[src/rtl/restoring_divider.sv]
// Sequential unsigned restoring divider: one quotient bit per clock behind a
// START/DONE handshake; divide-by-zero short-circuits straight to DONE.
module restoring_divider #(
  parameter int unsigned N = 4
) (
  input  logic         CLK,
  input  logic         RST_N,
  input  logic         START,
  input  logic [N-1:0] DIVIDEND,
  input  logic [N-1:0] DIVISOR,
  output logic [N-1:0] Q,
  output logic [N-1:0] R,
  output logic         BUSY,
  output logic         DONE,
  output logic         DZ
);

  localparam int unsigned CW = $clog2(N);

  typedef enum logic [1:0] {
    S_IDLE,
    S_RUN,
    S_DONE
  } state_t;

  state_t        state_q, state_d;
  logic [N-1:0]  d_q, d_d;
  logic [N-1:0]  v_q, v_d;
  // Partial remainder is always < divisor, so its top bit is never set and
  // only N bits are stored; the trial subtraction itself is N+1 bits wide.
  logic [N-1:0]  p_q, p_d;
  logic [CW-1:0] cnt_q, cnt_d;
  logic [N-1:0]  q_q, q_d;
  logic [N-1:0]  r_q, r_d;
  logic          dz_q, dz_d;

  logic [N:0]    shifted;
  logic [N:0]    diff;
  logic          qbit;
  logic [N-1:0]  d_next;
  logic [N-1:0]  p_next;

  // Subtract path as A + ~B + 1; negative result means restore.
  assign shifted = {p_q, d_q[N-1]};
  assign diff    = shifted + ~{1'b0, v_q} + {{N{1'b0}}, 1'b1};
  assign qbit    = ~diff[N];
  assign d_next  = {d_q[N-2:0], qbit};
  assign p_next  = qbit ? diff[N-1:0] : shifted[N-1:0];

  always_ff @(posedge CLK) begin
    if (!RST_N) begin
      state_q <= S_IDLE;
      d_q     <= '0;
      v_q     <= '0;
      p_q     <= '0;
      cnt_q   <= '0;
      q_q     <= '0;
      r_q     <= '0;
      dz_q    <= 1'b0;
    end else begin
      state_q <= state_d;
      d_q     <= d_d;
      v_q     <= v_d;
      p_q     <= p_d;
      cnt_q   <= cnt_d;
      q_q     <= q_d;
      r_q     <= r_d;
      dz_q    <= dz_d;
    end
  end

  always_comb begin
    state_d = state_q;
    d_d     = d_q;
    v_d     = v_q;
    p_d     = p_q;
    cnt_d   = cnt_q;
    q_d     = q_q;
    r_d     = r_q;
    dz_d    = dz_q;
    unique case (state_q)
      S_IDLE, S_DONE: begin
        state_d = S_IDLE;
        if (START) begin
          d_d   = DIVIDEND;
          v_d   = DIVISOR;
          p_d   = '0;
          cnt_d = '0;
          if (DIVISOR != '0) begin
            state_d = S_RUN;
          end else begin
            state_d = S_DONE;
            q_d     = '1;
            r_d     = DIVIDEND;
            dz_d    = 1'b1;
          end
        end
      end
      S_RUN: begin
        d_d   = d_next;
        p_d   = p_next;
        cnt_d = cnt_q + 1'b1;
        if (cnt_q == CW'(N - 1)) begin
          state_d = S_DONE;
          q_d     = d_next;
          r_d     = p_next;
          dz_d    = 1'b0;
        end
      end
      default: state_d = S_IDLE;
    endcase
  end

  assign Q    = q_q;
  assign R    = r_q;
  assign DZ   = dz_q;
  assign BUSY = (state_q == S_RUN);
  assign DONE = (state_q == S_DONE);

endmodule

[config.mk]
export PLATFORM = sky130hd
export DESIGN_NAME = restoring_divider
export DESIGN_NICKNAME = d
export VERILOG_FILES = /design/src/rtl/restoring_divider.sv
export SDC_FILE = /design/constraint.sdc
export NUM_CORES = 1
export LEC_CHECK = 0
export CORE_ASPECT_RATIO = 0.9
export CORE_UTILIZATION = 45
export DETAILED_ROUTE_END_ITERATION = 8
export PLACE_DENSITY = 0.7
export SLEW_MARGIN = 20
export SYNTH_ARGS = -nofsm -noshare
export SYNTH_HDL_FRONTEND = slang
export SYNTH_SLANG_ARGS = --single-unit
[constraint.sdc]
create_clock -name CLK -period 2.4 [get_ports CLK]
set_input_delay 0.48 -clock CLK [delete_from_list [all_inputs] [get_ports CLK]]
set_output_delay 0.48 -clock CLK [all_outputs]
set_load 0.02 [all_outputs]
# After elaboration in Yosys (flattened, before gate mapping)
# Cells that the tools add are included.
# totals
ff_bits	25
inputBits	11
out_inout_bits	11
wordCells	49
# classes
n_addsub	3
eq_ne	6
n_mux	23
bitwise_logic	2
reduce_logical	7
# ops
op	n
$mux W4	9
$pmux W4 S2	4
$mux W2	4
$pmux W2 S2	2
$add A5 B1 Y5 const B	1
$add A5 B5 Y5	1
$not A4 Y5	1
$eq A2 B2 Y1 const B	2
$ne A2 B2 Y1 const B	2
$reduce_and A2 Y1	2
$reduce_and A4 Y1	1
$reduce_bool A4 Y1	1
$mux W1	3
$add A2 B1 Y2 const B	1
$eq A2 B1 Y1 const B	1
$logic_not A2 Y1	1
$ne A2 B1 Y1 const B	1
$pmux W1 S2	1
$reduce_bool A2 Y1	1
$reduce_or A2 Y1	1
$not A1 Y1	1

# Longest topological paths before layout
# Gate-level depths: netlist of run 1.
# logic_depth
ltp_word	6
depth_mapped	8
depth_no_buf	8

# Worst setup path after synthesis of run 1
# OpenSTA, ideal clock, no wires.
# synth_path
path_kind	flip-flop to flip-flop
startpoint	register d_q[3]
endpoint	register r_q[3] (netlist: R[3])
setup_ns	0.117
t_arrival_ns	1.830
t_required_ns	2.283
slack_ns	0.453
path_stages_with_launch	9
path_buffers	0
period_less_slack_ns	1.947
path_cell_list	dfxtp_1 -> inv_1 -> ha_1 -> fa_1 -> nand2b_4 -> a21oi_4 -> xor2_4 -> o211ai_1 -> o2bb2ai_1
# synth_between
elab_chain_cells	5
# synth_rtl
element	line	text
start: declaration	27	logic [N-1:0] d_q, d_d;
start signal: assignment	53	d_q <= '0;
start signal: assignment	62	d_q <= d_d;
$add A5 B5 Y5	45	assign diff = shifted + ~{1'b0, v_q} + {{N{1'b0}}, 1'b1};
$add A5 B1 Y5	45	
$mux W4	48	assign p_next = qbit ? diff[N-1:0] : shifted[N-1:0];
$mux W4	103	if (cnt_q == CW'(N - 1)) begin
$pmux W4 S2	81	unique case (state_q)
end signal: assignment	67	r_q <= r_d;
end: declaration	34	logic [N-1:0] r_q, r_d;
# No other way between the ends. The select of a mux whose other input is x is not followed.
# A chain may end at the register's enable or synchronous reset.

# Worst setup path after layout of run 1
# layout_path
startpoint	register d_q[3]
endpoint	register p_q[2]
# layout_between
elab_chain_cells	4
# layout_rtl
element	line	text
$add A5 B5 Y5	45	
$add A5 B1 Y5	45	
$mux W4	48	
$pmux W4 S2	81	
end signal: assignment	64	p_q <= p_d;
end: declaration	31	logic [N-1:0] p_q, p_d;
# No other way between the ends.

==> out/qor.csv, run 1 <==
stage,metric,value,unit
clock_tree,clock latency on the worst-skew pair,0.33,ns
drt,drt wl/cell,13.8,um
pwr,Peak VDD IR,0.000400,V
layout,register area,500,um^2
die,Die Span X,59.1,um
layout,final instance count without filler cells,220,
placement,Buffers on Ports,21,
worst_setup_path,Crit-path slowest cell,dfxtp_1,
drt,DR iter-0 viols,53,
placement,Final HPWL DP,2.27,mm
layout,antenna cell count,0,
drt,1st-pass router iterations,4,
global_route,number of global-route vias before repair,1140,
worst_setup_path,r2r endpoint,p_q[2],
layout,layout cells sized above 1,10.0,%
timing,Pins Over Slew Limit,0,
timing,final hold violations,0,
worst_setup_path,worst-path fanout max,9,
timing,Worst Hold Margin,0.474,ns
timing,RSZ-0062 raised after global routing,false,
global_route,overall global routing resource usage,22.4,%
worst_setup_path,Worst EP arrival,2.47,ns
global_route,largest net degree at the start of global routing,20,
worst_setup_path,Setup CP Type,register to register,
worst_setup_path,Critical R2R Launch,d_q[3],
worst_hold_path,hold_sp,v_q[2],
synth,top area cells in the synthesized netlist,"dfxtp_1 (38%), nand2_1 (7.4%), a21oi_1 (4.9%)",
worst_setup_path,R2R depth,8,
timing,setup TNS,0,ns
synth,ys flop type,dfxtp_1,
synth,sequential share of the synthesized area,37.9,%
placement,placed insts,216,
timing,post-route clock period utilization,91.7,%
timing,final worst path period need,2.20,ns
synth,most frequent cell after synthesis,nand2_1,
timing,Slew HR,71.7,%
global_route,GRT met2 Usage,35.6,%
worst_setup_path,worst path bufs/invs,1,
synth,share of the synthesized area in the top cell type,37.9,%
synth,Synth async-reset ratio,0,%
layout,Fill cells,257,
die,Die Span Y,53.4,um
drt,routed wire length,3.04,mm
die,Starting Density,47.7,%
clock_tree,postcts setup bufs,0,
global_route,GRT busiest layer,met2,
worst_setup_path,crit-path cells,"inv_1, ha_1, fa_1, nand2b_4, a21oi_4, xor2_4, nand3_1, a31oi_1",
synth,Syn Inst Count,161,
worst_setup_path,crit-path leading delay family,adder cells,
clock_tree,hold_buf cts,0,
worst_hold_path,min-delay worst type,register to register,
worst_setup_path,Worst setup EP type,register,
drt,via-per-instance ratio,5.50,
global_route,met1 Use GR,30.2,%
clock_tree,CTS tree,built,
worst_hold_path,Hold Crit Endpoint,v_q[2],
worst_setup_path,"Largest stage delay, worst path",0.42,ns
global_route,global routing usage on met3,5.13,%
global_route,grt ovf,0,
die,FP Rows,18,
job,number of max-cap violations,0,
synth,syn avg cell area,8.21,um^2
global_route,antenna violations before repair,0,
worst_setup_path,critical path launch point type,register,
synth,Synth top cells by count,"nand2_1 (26), dfxtp_1 (25), a21oi_1 (13), nor2_1 (13)",
drt,Detail Route Antenna Nets,0,
layout,Final #Nets,198,
layout,area of the multi-input gates,736,um^2
drt,via count,1210,
worst_hold_path,Cells on Worst Hold Path,2,
clock_tree,clock sink count,25,
synth,Mapped Area,1320,um^2
synth,count of cell types in the netlist,43,
clock_tree,Root Driver,clkbuf_4,
clock_tree,H-tree depth,1,
clock_tree,TritonCTS Buffers,3,
clock_tree,Worst-path clk slew,0.15,ns
layout,synth-to-layout area growth,19.8,%
worst_setup_path,r2r setup slk,0.20,ns
synth,syn nets,178,
clock_tree,post_cts resized,0,
placement,Placer Congestion,0.826,
clock_tree,Clock Path Buffers,2,
worst_setup_path,worst endpoint required time,2.67,ns
die,IO Pins,22,
die,core area,2770,um^2
timing,final setup fails,0,
synth,Ys Warns,0,
synth,"EDFF count, synth",0,
synth,cell accounting for the most synthesized area,dfxtp_1,
timing,Max Fclk,454,MHz
pwr,LEAKAGE,0.000577,uW
pwr,pwr/cell area,557,nW/um^2
timing,clock skew,0.00515,ns
timing,Worst Max-Slew Pin Slew,0.422,ns
synth,register bit count reported by yosys,25,
run_status,run status,"complete, no violations",
die,Die Area,3160,um^2
drt,DRC Markers,0,
global_route,global-route wire length before repair,5.24,mm
registers in the layout (all words and copies together) (netlist names):
name / flops
Q: 4
R: 4
d_q: 4
p_q: 4
v_q: 4
cnt_q: 2
state_q: 2
DZ: 1
worst max-delay path by stage:
stage,startpoint,to,cells past startpoint
after floorplan,d_q[3],R[3],8
after global placement,d_q[3],R[3],8
after detailed placement,d_q[3],R[3],8
after CTS,d_q[3],R[3],8
after global routing,d_q[3],p_q[2],8
final,d_q[3],p_q[2],8
worst reg2reg max path, delay by kind of cell, from the launching register on:
| family | cells | cell delay (ns) |
|---|---|---|
| xor+xnor | 1 | 0.29 |
| buf+inv | 1 | 0.06 |
| flops | 1 | 0.42 |
| simple gates | 2 | 0.28 |
| compound gates | 2 | 0.45 |
| fa+ha+maj | 2 | 0.63 |
cells in the final DEF (no fill, tap or decap), types with 3 or more instances in the layout:
master / instances
a31oi_1: 4
inv_1: 7
clkbuf_4: 3
nand2b_1: 6
nand2_2: 3
nand2_1: 26
buf_4: 3
nand3_1: 7
clkdlybuf4s50_1: 21
nor2_1: 13
o21ai_0: 7
a21oi_1: 13
ha_1: 5
nor3_1: 3
dfxtp_1: 25
a311oi_1: 3
routing by layer:
metal	part of all wire, %	up-vias
li1	-	594
met4	1.2	0
met1	47	585
met2	47	27
met5	0	-
met3	4.7	4
where the power goes:
group          switching [uW]  leakage, uW  total (uW)  internal [uW]
sequential               22.8     0.000204         461            438
clock                     139    0.0000139         203           63.9
combinational             124     0.000359         218           93.7
cell type report:
type,instances,area share [%]
tap,40,3.16
sequential,25,31.6
clock buffer,3,1.42
clock inverter,1,0.474
timing repair buffer,24,14.7
inverter,9,2.13
multi-input combinational,118,46.5
logic make-up after synthesis:
family | after synthesis | share of synthesized area [%]
AND/OR/NAND/NOR | 68 | 25.1
XOR/XNOR | 3 | 3.41
buffers and inverters | 18 | 6.44
flip-flops | 25 | 37.9
AO/OA/AOI/OAI | 41 | 20.9
adder cells (fa/ha/maj) | 6 | 6.25
metrics by stage:
| stage | power, uW | area [um^2] | setup WS [ns] | util [%] |
|---|---|---|---|---|
| detailed placement | 685 | 1550 | 0.248 | 56.1 |
| global placement | 679 | 1550 | 0.262 | 56.1 |
| finish | 881 | 1580 | 0.199 | 57.1 |
| global route | 930 | 1580 | 0.0281 | 57.1 |
| floorplan | 622 | 1320 | 0.453 | - |
| CTS | 884 | 1580 | 0.214 | 57.1 |
Power figures use the tool's default switching activity.
==> run 2: changes to the inputs <==
Settings changed: CTS_CLUSTER_DIAMETER from default to 120.
==> results of run 2 <==
Final layout, timing and power as in run 1 (identical DEF).
